[src/rtl/expr_feeder_if.sv]
// Byte-source and calculator-core handshake bundle for expr_feeder.
// master = the driving environment, slave = the feeder itself.
interface expr_feeder_if;
  logic       in_valid;
  logic [7:0] in_data;
  logic       in_ready;
  logic       aec_valid;
  logic       aec_ready;
  logic [7:0] aec_ascii;
  logic       err;
  logic [1:0] err_code;

  modport master (
    output in_valid, in_data, aec_valid,
    input  in_ready, aec_ready, aec_ascii, err, err_code
  );

  modport slave (
    input  in_valid, in_data, aec_valid,
    output in_ready, aec_ready, aec_ascii, err, err_code
  );
endinterface

[src/rtl/expr_feeder.sv]
// Framing stage: buffers an ASCII expression up to '=', drops malformed frames
// with an error code, and replays legal ones to the calculator core.
module expr_feeder #(
  parameter int DEPTH = 16
) (
  input logic         clk,
  input logic         rst_n,
  expr_feeder_if.slave bus
);
  localparam int PW = $clog2(DEPTH) + 1;
  localparam logic [PW-1:0]        PTR_ZERO  = PW'(0);
  localparam logic [PW-1:0]        PTR_ONE   = PW'(1);
  localparam logic [PW-1:0]        PTR_FULL  = PW'(DEPTH);
  localparam logic signed [PW-1:0] DEP_ZERO  = PW'(0);
  localparam logic signed [PW-1:0] DEP_ONE   = PW'(1);
  localparam logic [7:0]           CH_EQ     = 8'd61;
  localparam logic [7:0]           CH_LP     = 8'd40;
  localparam logic [7:0]           CH_RP     = 8'd41;

  typedef enum logic [2:0] {
    ST_COLLECT = 3'd0,
    ST_DISCARD = 3'd1,
    ST_LAUNCH  = 3'd2,
    ST_STREAM  = 3'd3,
    ST_WAIT    = 3'd4
  } state_t;

  state_t                 state_r;
  logic [7:0]             buf_r [DEPTH];
  logic [PW-1:0]          wr_ptr_r;
  logic [PW-1:0]          rd_ptr_r;
  logic signed [PW-1:0]   paren_r;
  logic [1:0]             code_r;
  logic                   in_ready_r;
  logic                   aec_ready_r;
  logic [7:0]             aec_ascii_r;
  logic                   err_r;
  logic [1:0]             err_code_r;
  logic                   xfer_s;

  function automatic logic is_legal(input logic [7:0] c);
    is_legal = ((c >= 8'd48) && (c <= 8'd57))  ||
               ((c >= 8'd97) && (c <= 8'd102)) ||
               ((c >= 8'd40) && (c <= 8'd43))  ||
               (c == 8'd45) || (c == 8'd61);
  endfunction

  assign xfer_s        = bus.in_valid && in_ready_r;
  assign bus.in_ready  = in_ready_r;
  assign bus.aec_ready = aec_ready_r;
  assign bus.aec_ascii = aec_ascii_r;
  assign bus.err       = err_r;
  assign bus.err_code  = err_code_r;

  // Frame FSM with buffer, pointers and all registered outputs.
  always_ff @(posedge clk or negedge rst_n) begin
    if (!rst_n) begin
      state_r     <= ST_COLLECT;
      wr_ptr_r    <= PTR_ZERO;
      rd_ptr_r    <= PTR_ZERO;
      paren_r     <= DEP_ZERO;
      code_r      <= 2'd0;
      in_ready_r  <= 1'b0;
      aec_ready_r <= 1'b0;
      aec_ascii_r <= CH_EQ;
      err_r       <= 1'b0;
      err_code_r  <= 2'd0;
      for (int i = 0; i < DEPTH; i++) buf_r[i] <= 8'd0;
    end else begin
      err_r       <= 1'b0;
      aec_ready_r <= 1'b0;
      aec_ascii_r <= CH_EQ;
      case (state_r)
        ST_COLLECT: begin
          in_ready_r <= 1'b1;
          if (xfer_s) begin
            if (!is_legal(bus.in_data)) begin
              code_r  <= 2'd1;
              state_r <= ST_DISCARD;
            end else if (bus.in_data == CH_EQ) begin
              if ((wr_ptr_r == PTR_ZERO) || (paren_r != DEP_ZERO)) begin
                err_r      <= 1'b1;
                err_code_r <= 2'd3;
                wr_ptr_r   <= PTR_ZERO;
                rd_ptr_r   <= PTR_ZERO;
                paren_r    <= DEP_ZERO;
              end else begin
                in_ready_r <= 1'b0;
                state_r    <= ST_LAUNCH;
              end
            end else if (wr_ptr_r == PTR_FULL) begin
              code_r  <= 2'd2;
              state_r <= ST_DISCARD;
            end else if ((bus.in_data == CH_RP) && (paren_r == DEP_ZERO)) begin
              code_r  <= 2'd3;
              state_r <= ST_DISCARD;
            end else begin
              buf_r[wr_ptr_r[PW-2:0]] <= bus.in_data;
              wr_ptr_r <= wr_ptr_r + PTR_ONE;
              if (bus.in_data == CH_LP) begin
                paren_r <= paren_r + DEP_ONE;
              end else if (bus.in_data == CH_RP) begin
                paren_r <= paren_r - DEP_ONE;
              end else begin
                paren_r <= paren_r;
              end
            end
          end
        end
        ST_DISCARD: begin
          in_ready_r <= 1'b1;
          if (xfer_s && (bus.in_data == CH_EQ)) begin
            err_r      <= 1'b1;
            err_code_r <= code_r;
            wr_ptr_r   <= PTR_ZERO;
            paren_r    <= DEP_ZERO;
            state_r    <= ST_COLLECT;
          end
        end
        ST_LAUNCH: begin
          in_ready_r  <= 1'b0;
          aec_ready_r <= 1'b1;
          rd_ptr_r    <= PTR_ZERO;
          state_r     <= ST_STREAM;
        end
        ST_STREAM: begin
          in_ready_r <= 1'b0;
          // rd_ptr == wr_ptr is the '=' cycle; one step further hands over to WAIT.
          if (rd_ptr_r < wr_ptr_r) begin
            aec_ascii_r <= buf_r[rd_ptr_r[PW-2:0]];
            rd_ptr_r    <= rd_ptr_r + PTR_ONE;
          end else if (rd_ptr_r == wr_ptr_r) begin
            aec_ascii_r <= CH_EQ;
            rd_ptr_r    <= rd_ptr_r + PTR_ONE;
          end else begin
            state_r <= ST_WAIT;
          end
        end
        ST_WAIT: begin
          in_ready_r <= bus.aec_valid;
          if (bus.aec_valid) begin
            wr_ptr_r <= PTR_ZERO;
            rd_ptr_r <= PTR_ZERO;
            paren_r  <= DEP_ZERO;
            state_r  <= ST_COLLECT;
          end
        end
        default: begin
          in_ready_r <= 1'b0;
          wr_ptr_r   <= PTR_ZERO;
          rd_ptr_r   <= PTR_ZERO;
          paren_r    <= DEP_ZERO;
          state_r    <= ST_COLLECT;
        end
      endcase
    end
  end
endmodule

[src/flat_wrapper.sv]
// flat-port wrapper written by rule: the top's interface ports become plain ports
module expr_feeder_flat 
#(
  parameter int DEPTH = 16
)
  (clk, rst_n, bus_in_valid, bus_in_data, bus_aec_valid, bus_in_ready, bus_aec_ready, bus_aec_ascii, bus_err, bus_err_code);
  expr_feeder_if bus_i ();
  input logic clk;
  input logic rst_n;
  input wire logic [$bits(bus_i.in_valid)-1:0] bus_in_valid;
  input wire logic [$bits(bus_i.in_data)-1:0] bus_in_data;
  input wire logic [$bits(bus_i.aec_valid)-1:0] bus_aec_valid;
  output wire logic [$bits(bus_i.in_ready)-1:0] bus_in_ready;
  output wire logic [$bits(bus_i.aec_ready)-1:0] bus_aec_ready;
  output wire logic [$bits(bus_i.aec_ascii)-1:0] bus_aec_ascii;
  output wire logic [$bits(bus_i.err)-1:0] bus_err;
  output wire logic [$bits(bus_i.err_code)-1:0] bus_err_code;
  assign bus_i.in_valid = bus_in_valid;
  assign bus_i.in_data = bus_in_data;
  assign bus_i.aec_valid = bus_aec_valid;
  assign bus_in_ready = bus_i.in_ready;
  assign bus_aec_ready = bus_i.aec_ready;
  assign bus_aec_ascii = bus_i.aec_ascii;
  assign bus_err = bus_i.err;
  assign bus_err_code = bus_i.err_code;
  expr_feeder #(.DEPTH(DEPTH)) u_core (.clk(clk), .rst_n(rst_n), .bus(bus_i));
endmodule
[config.mk]
export PLATFORM = sky130hd
export DESIGN_NAME = expr_feeder_flat
export DESIGN_NICKNAME = d
export VERILOG_FILES = /design/src/rtl/expr_feeder_if.sv /design/src/rtl/expr_feeder.sv /design/src/flat_wrapper.sv
export SDC_FILE = /design/constraint.sdc
export NUM_CORES = 1
export LEC_CHECK = 0
export ABC_AREA = 1
export BUFFER_PORTS_ARGS = -buffer_cell sky130_fd_sc_hd__buf_2
export CAP_MARGIN = 20
export CORE_MARGIN = 4
export CORE_UTILIZATION = 30
export DETAILED_ROUTE_END_ITERATION = 8
export GPL_ROUTABILITY_DRIVEN = 0
export MAX_ROUTING_LAYER = met4
export PLACE_DENSITY_LB_ADDON = 0.1
export SLEW_MARGIN = 20
export SYNTH_ARGS = -nofsm -noshare
export SYNTH_HDL_FRONTEND = slang
export SYNTH_SLANG_ARGS = --single-unit
[constraint.sdc]
create_clock -name clk -period 4.75 [get_ports clk]
set_clock_uncertainty 0.05 [all_clocks]
set_input_delay 0.95 -clock clk [delete_from_list [all_inputs] [get_ports clk]]
set_output_delay 0.95 -clock clk [all_outputs]
set_load 0.01 [all_outputs]
==> summary.txt, run 1 <==
Status: finished, final reports clean
Hpwl dp: 17300 µm
Clock Path Buffers: 2
GRT Residual Overflow: 0
Mapped cell area: 8810 µm²
Worst hold path class: reg -> reg
Vias in the first global route: 7447
Crit path max fanout: 26
Period minus WS final: 2980 ps
Largest net degree at the start of global routing: 93
IO Pins: 25
Die Wd: 179 µm
Layout cells sized above 1: 11.0%
Clock Latency Late Sink: 440 ps
DP Cell Count: 1470
Global Route Usage Sum: 18.6%
Number of enable flip-flop cells after synthesis: 0
Global-route wire length before repair: 44700 µm
Fin cells: 1502
Switch Pwr: 1.81 mW
Average cell area after synthesis: 7.95 µm²
Crit Path Class: in -> reg
Max Slew Vio Count: 0
Crit start category: primary input
Clock share of power: 31.5%
Worst hold path depth: 2
Post-synthesis sequential element count: 161
Mapped Cells: 1107
Leakage power: 4.90 nW
Worst slack, placed: 1300 ps
Flop pwr share: 35.4%
Post-synthesis cell type count: 42
YS warnings: 0
H-tree depth: 4
Root Buffer: clkbuf_16
CP dominant cell by count: nand2_1
Crit path cell chain: buf_2, nand2_1, nand2_1, nand2_1, nand2_1, nand3_4, a21oi_4, buf_4, nand4_1, nand2_1
Hold Vio Cnt, Final: 0
R2r setup slk: 2360 ps
Setup_tns: 0 ps
Final hold slack: 400 ps
Ys flop type: dfrtp_1
Detail Route Antenna Nets: 0
Die Span Y: 179 µm
Setup WS post-layout: 1770 ps
Critical path required time: 5060 ps
Core Rows: 62
Min-delay src: u_core.buf_r[13]$_DFFE_PN0P_
R2R Path Start: u_core.wr_ptr_r[0]$_DFFE_PN0P_
# diodes: 0
Layout Nets: 1131
Actual slew at the worst max-slew pin: 843 ps
Arr. time, crit path: 3290 ps
Worst Reg-to-Reg Cells: 11
Post-Syn Nets: 1133
Post-CTS Hold Buffers: 0
Initial cell density of the core: 30.5%
Period utilization: 62.8%
CP max stage cell: a21oi_4
Async S/R FF share, synth: 100%
Num CTS Buffers: 17
Switching Fraction: 40.2%
Avg WL per Cell: 18.5 µm
Sequential share of the synthesized area: 45.8%
Max Fclk: 0.335 GHz
Crit-path max cell delay: 700 ps
Max Cap Violations: 0
Postcts setup bufs: 0
# port buffers: 24
Worst Hold Path EP: u_core.buf_r[13]$_DFFE_PN0P_
CP top delay family: buffers and inverters
CP endpoint kind: flip-flop
Final setup violation count: 0
Drt initial violations: 607
Most frequent cells in the layout: nand2_1 (375), dfrtp_1 (155), nand4_1 (110)
Max VDD drop: 0.249 mV
# DRC: 0
Power Dens Cells: 458 nW/µm²
Vias per std cell: 4.99
Buf+Inv Stages, Crit Path: 2
Int Power: 2.69 mW
Initial antenna violation count: 0
FF-to-FF End: u_core.buf_r[11]$_DFFE_PN0P_
CTS sink count: 161
RSZ-0062 raised after global routing: false
Routed WL: 27800 µm
Core Region: 28900 µm²
Vias after detailed routing: 7489
CTS tree: done
Commonest non-fill, non-tap cell in the layout: nand2_1
Fillers: 3101
Post-layout util: 34.0%
Die ar.: 32200 µm²
Clk slew on worst S/H paths: 70 ps
Worst rel slew slack: 43.6%
Post-CTS Resized: 0
TritonRoute pass-1 iters: 5
Comb pwr share: 33.0%
Area Overhead vs Synth: 11.4%
Yosys cell counts, types with 4 or more instances:
library cell | instances | area (µm²)
o22ai_1 | 8 | 50.1
nor2_1 | 105 | 394
nand2_2 | 4 | 25.0
nand4_1 | 110 | 688
o21ai_0 | 51 | 255
inv_1 | 69 | 259
ha_1 | 13 | 163
a21oi_1 | 18 | 90.1
buf_2 | 11 | 55.1
dfstp_2 | 5 | 131
o211ai_1 | 6 | 45.0
nand4_4 | 15 | 319
o21ai_1 | 9 | 45.0
dfrtp_1 | 156 | 3900
inv_2 | 11 | 41.3
nand3_1 | 52 | 260
xor2_1 | 4 | 35.0
buf_4 | 7 | 52.6
nand2_1 | 375 | 1410
buf_6 | 11 | 124
nor2_2 | 4 | 25.0
clkbuf_1 | 26 | 97.6
nor2_4 | 4 | 45.0
per-stage QoR:
stage / power (mW) / cell area (µm²)
6_report: 4.50 / 9810
5_1_grt: 4.80 / 9810
4_1_cts: 4.56 / 9810
3_5_place_dp: 3.12 / 9220
3_3_place_gp: 3.12 / 9220
2_1_floorplan: 2.69 / 8810
registers in the layout (all words and copies together) (netlist names), 2 cells and up:
name,count
u_core.state_r,3
u_core.buf_r,128
u_core.paren_r,5
u_core.wr_ptr_r,5
u_core.code_r,2
u_core.bus.err_code,2
u_core.rd_ptr_r,5
u_core.bus.aec_ascii,8
final cells by class:
class | instances | area, µm² | share of cell area, %
clock buffer | 21 | 460 | 4.69
clock inverter | 11 | 130 | 1.33
inverter | 83 | 312 | 3.18
multi-input combinational | 804 | 4100 | 41.8
sequential | 161 | 4040 | 41.1
tap | 384 | 480 | 4.90
timing repair buffer | 38 | 294 | 3.00
tightest hold or removal path: cells and delay by family, from the launching register on:
kind          cells  cell delay, ps
flops             1             320
buf+inv           1              50
simple gates      1              50
how the worst max path moves through the flow:
stage                        start                             to  slack [ps]  cells past startpoint
finish              bus_in_data[3]   u_core.buf_r[27]$_DFFE_PN0P_        1770                     10
CTS                 bus_in_data[3]   u_core.buf_r[27]$_DFFE_PN0P_        1760                     10
floorplan           bus_in_data[4]  u_core.paren_r[1]$_DFFE_PN0P_        2220                      9
detailed placement  bus_in_data[3]   u_core.buf_r[19]$_DFFE_PN0P_        1300                     10
global route        bus_in_data[3]   u_core.buf_r[27]$_DFFE_PN0P_        1560                     10
global placement    bus_in_data[3]   u_core.buf_r[26]$_DFFE_PN0P_        1380                     10
routing by layer:
metal | vias up | share of wire, % | GRT usage (%)
met3 | 21 | 3.1 | 2.87
li1 | 3685 | - | -
met4 | 0 | 1.1 | 4.35
met2 | 126 | 46 | 28.1
met5 | - | 0 | -
met1 | 3657 | 50 | 26.4
cells by family (layout without fill, tap and decap cells):
logic type	Yosys count	in the layout	synth area share (%)
xor+xnor	5	5	0.497
compound gates	103	103	6.55
buf+inv	142	153	7.63
simple gates	682	682	37.4
fa+ha+maj	14	14	2.07
flops	161	161	45.8
power by group through the flow:
stage | logic (mW) | clock network, mW | registers [mW]
CTS | 1.51 | 1.46 | 1.59
global placement | 1.50 | 0 | 1.62
detailed placement | 1.50 | 0 | 1.62
floorplan | 1.10 | 0 | 1.59
global route | 1.68 | 1.52 | 1.61
finish | 1.49 | 1.42 | 1.59
No activity file was read; power rests on OpenSTA's default activity.
==> inputs of run 2 (changes only) <==
--- a/config.mk
+++ b/config.mk
@@ -5,7 +5,7 @@
 export SDC_FILE = /design/constraint.sdc
 export NUM_CORES = 1
 export LEC_CHECK = 0
-export ABC_AREA = 1
+export ABC_AREA = 0
 export BUFFER_PORTS_ARGS = -buffer_cell sky130_fd_sc_hd__buf_2
 export CAP_MARGIN = 20
 export CORE_MARGIN = 4
==> constraint.sdc (replaced) <==
create_clock -name clk -period 2.6 [get_ports clk]
set_clock_uncertainty 0.05 [all_clocks]
set_input_delay 0.52 -clock clk [delete_from_list [all_inputs] [get_ports clk]]
set_output_delay 0.52 -clock clk [all_outputs]
set_load 0.01 [all_outputs]
==> run 2 against run 1 <==
- register-to-register slack lost 2300 ps
- critical path depth shrank 2
- via count shrank 35%
- global-route usage shrank 3.0 points
- combinational power is essentially flat
- clock-buffer cell count shrank 3
- sequential power grew 77%
- sequential cell count is the same
- non-clock buffer count grew 57
- area after synthesis shrank 10%
- sequential share of layout area grew 1.2 points
- cell area shrank 2.8%
- largest power group unchanged
==> summary.txt, run 2 <==
YS warnings: 0 (unchanged)
Die Span Y: 170 µm (-5.1%)
Crit Path Class: reg -> reg
Avg WL per Cell: 21.1 µm (+14%)
Die ar.: 29000 µm² (-9.9%)
Commonest non-fill, non-tap cell in the layout: dfrtp_1
Drt initial violations: 231 (-62%)
Largest reg by FF count: u_core.buf_r
Hold Vio Cnt, Final: 0 (unchanged)
Core Rows: 59 (-4.8%)
# port buffers: 24 (unchanged)
Crit path cell chain: or4_4, nor3b_4, a21oi_2, and3_2, buf_4, and3_1, buf_4, mux2_4
Int Power: 4.98 mW (+85%)
Global Route Usage Sum: 15.6% (-3.0 points)
Postcts setup bufs: 0 (unchanged)
Die Wd: 170 µm (-5.1%)
Largest family of logic cells by synthesized area: multiplexers
Max Cap Violations: 0 (unchanged)
Initial cell density of the core: 30.4% (-0.13 points)
Hpwl dp: 13800 µm (-20%)
Average cell area after synthesis: 14.3 µm² (+79%)
CP top delay family: simple AND/OR/NAND/NOR gates
Num CTS Buffers: 17 (unchanged)
Initial antenna violation count: 0 (unchanged)
Most frequent cells in the layout: dfrtp_1 (155), mux2_2 (61), buf_4 (59)
Buf+Inv Stages, Crit Path: 2 (unchanged)
Period utilization: 97.0%
Clk slew on worst S/H paths: 70 ps (about the same)
Core Region: 26000 µm² (-10%)
Actual slew at the worst max-slew pin: 895 ps (+51.2 ps)
H-tree depth: 4 (unchanged)
Routed WL: 20700 µm (-26%)
Worst rel slew slack: 39.6% (-4.0 points)
Root Buffer: clkbuf_16
Largest net degree at the start of global routing: 58 (-38%)
Switch Pwr: 2.07 mW (+14%)
Pwr Total: 7.04 mW (+57%)
RSZ-0062 raised after global routing: false
Cell taking the most area after synthesis: dfrtp_1
Clock share of power: 38.4% (+6.9 points)
Global-route wire length before repair: 33000 µm (-26%)
Detail Route Antenna Nets: 0 (unchanged)
CTS tree: done
Worst hold path class: in -> async
Post-synthesis sequential element count: 161 (unchanged)
Vias per std cell: 4.95 (-0.72%)
Simple-gate share of the synthesized area: 10.7% (-27 points)
Sequential share of the synthesized area: 51.1% (+5.3 points)
Flop pwr share: 40.0% (+4.6 points)
Mapped cell area: 7900 µm² (-10%)
Period minus WS final: 2520 ps
CP max stage cell: or4_4
Ys flop type: dfrtp_1
Post-synthesis compound-gate area fraction: 5.01% (-1.5 points)
XOR/XNOR share of the synthesized area: 0.333% (-0.16 points)
Top area cells in the synthesized netlist: dfrtp_1 (49%), mux4_2 (11%), mux2_2 (8.7%), mux2_4 (6.8%), ha_1 (2.1%)
TritonRoute pass-1 iters: 4 (-1)
IO Pins: 25 (unchanged)
Most common cell in the netlist: dfrtp_1
Critical path required time: 2860 ps (-2200 ps)
# diodes: 0 (unchanged)
# DRC: 0 (unchanged)
Post-CTS Resized: 0 (unchanged)
Clock Path Buffers: 2 (unchanged)
Final setup violation count: 0 (unchanged)
Max Slew Vio Count: 0 (unchanged)
Arr. time, crit path: 2790 ps (-500 ps)
CP endpoint kind: flip-flop
Post-Syn Nets: 580 (-49%)
Leakage power: 4.49 nW (-8.4%)
Area Overhead vs Synth: 20.8%
Post-synthesis cell type count: 65 (+55%)
Mux cell area share after synthesis: 27.2% (+27 points)
CTS sink count: 161 (unchanged)
Layout Nets: 658 (-42%)
Switching Fraction: 29.4% (-11 points)
Status: finished, final reports clean
Crit path max fanout: 5 (-81%)
Crit start category: flip-flop
Largest register FFs: 128 (unchanged)
Post-Synth Adder-Cell Area: 2.31% (+0.24 points)
Power Dens Cells: 738 nW/µm² (+61%)
Async S/R FF share, synth: 100% (unchanged)
Post-synth top area share: 49.4% (+5.1 points)
Post-layout util: 36.7% (+2.7 points)
Final hold slack: 27.9 ps (-372 ps)
Synth cell count leaders: dfrtp_1 (156), mux2_2 (61), mux4_2 (40)
Comb pwr share: 21.6% (-11 points)
Vias in the first global route: 5349 (-28%)
Clock Latency Late Sink: 420 ps (-20 ps)
Mapped Cells: 554 (-50%)
Crit-path max cell delay: 590 ps (-110 ps)
Post-CTS Hold Buffers: 0 (unchanged)
Max Fclk: 0.397 GHz
Number of enable flip-flop cells after synthesis: 0 (unchanged)
Vias after detailed routing: 4851 (-35%)
Layout cells sized above 1: 47.4% (+36 points)
Max VDD drop: 0.357 mV (+43%)
CP dominant cell by count: buf_4
GRT Residual Overflow: 0 (unchanged)
[run 2: changes by cell type after synthesis, sizes merged, moves of 17 or more]
cell / before / now
buf: 33 / 16
inv: 80 / 15
mux2: 0 / 97
mux4: 0 / 40
nand2: 382 / 10
nand3: 55 / 18
nand4: 125 / 4
nor2: 113 / 18
o21ai: 61 / 9
[run 2: final timing paths]
check | startpoint | endpoint | slack [ps] | cells past startpoint
max in group asynchronous | rst_n | u_core.bus.aec_ascii[5]$_DFF_PN1_ | 1720 | 2
worst max register to register | u_core.paren_r[1]$_DFFE_PN0P_ | u_core.buf_r[90]$_DFFE_PN0P_ | 80 | 8
min in group clk | bus_aec_valid | u_core.bus.in_ready$_DFF_PN0_ | 320 | 3
worst max-delay path | u_core.paren_r[1]$_DFFE_PN0P_ | u_core.buf_r[90]$_DFFE_PN0P_ | 80 | 8
worst min register to register | u_core.buf_r[53]$_DFFE_PN0P_ | u_core.buf_r[53]$_DFFE_PN0P_ | 420 | 1
worst min-delay path | rst_n | u_core.paren_r[1]$_DFFE_PN0P_ | 30 | 1
[run 2: stage by stage]
stage	TNS (ps)	instances	setup slack [ps]	instance area, µm²
2_1_floorplan	0	554	123	7900
3_3_place_gp	-5390	948	-216	8900
3_5_place_dp	-5780	948	-291	8900
4_1_cts	0	980	36.3	9520
5_1_grt	0	980	5.65	9540
6_report	0	980	78.3	9540
[run 2: power by group through the flow]
| stage | Combinational, mW | Sequential, mW | Clock [mW] |
|---|---|---|---|
| after global routing | 1.68 | 2.84 | 2.90 |
| after floorplan | 0.990 | 2.82 | 0 |
| after CTS | 1.55 | 2.82 | 2.78 |
| after detailed placement | 1.55 | 2.86 | 0 |
| after global placement | 1.53 | 2.86 | 0 |
| final | 1.52 | 2.82 | 2.71 |
[run 2: kinds of logic after synthesis]
group / after synthesis
flip-flops: 161
multiplexers: 139
AND/OR/NAND/NOR: 128
AO/OA/AOI/OAI: 58
buffers and inverters: 51
adder cells (fa/ha/maj): 14
XOR/XNOR: 3
[run 2: area by class of cell]
cell class	instances	area, µm²
Fill cell	2517	16400
Clock inverter	14	198
Multi-Input combinational cell	342	3610
Inverter	15	56.3
Clock buffer	18	429
Timing Repair Buffer	95	792
Tap cell	335	419
Sequential cell	161	4040
[run 2: per-layer routing]
metal | global-route usage (%) | vias to the layer above | wire, µm
li1 | - | 2192 | -
met1 | 20.7 | 2559 | 9800
met2 | 24.3 | 73 | 9790
met3 | 2.69 | 27 | 565
met4 | 5.59 | 0 | 550
met5 | - | - | 0
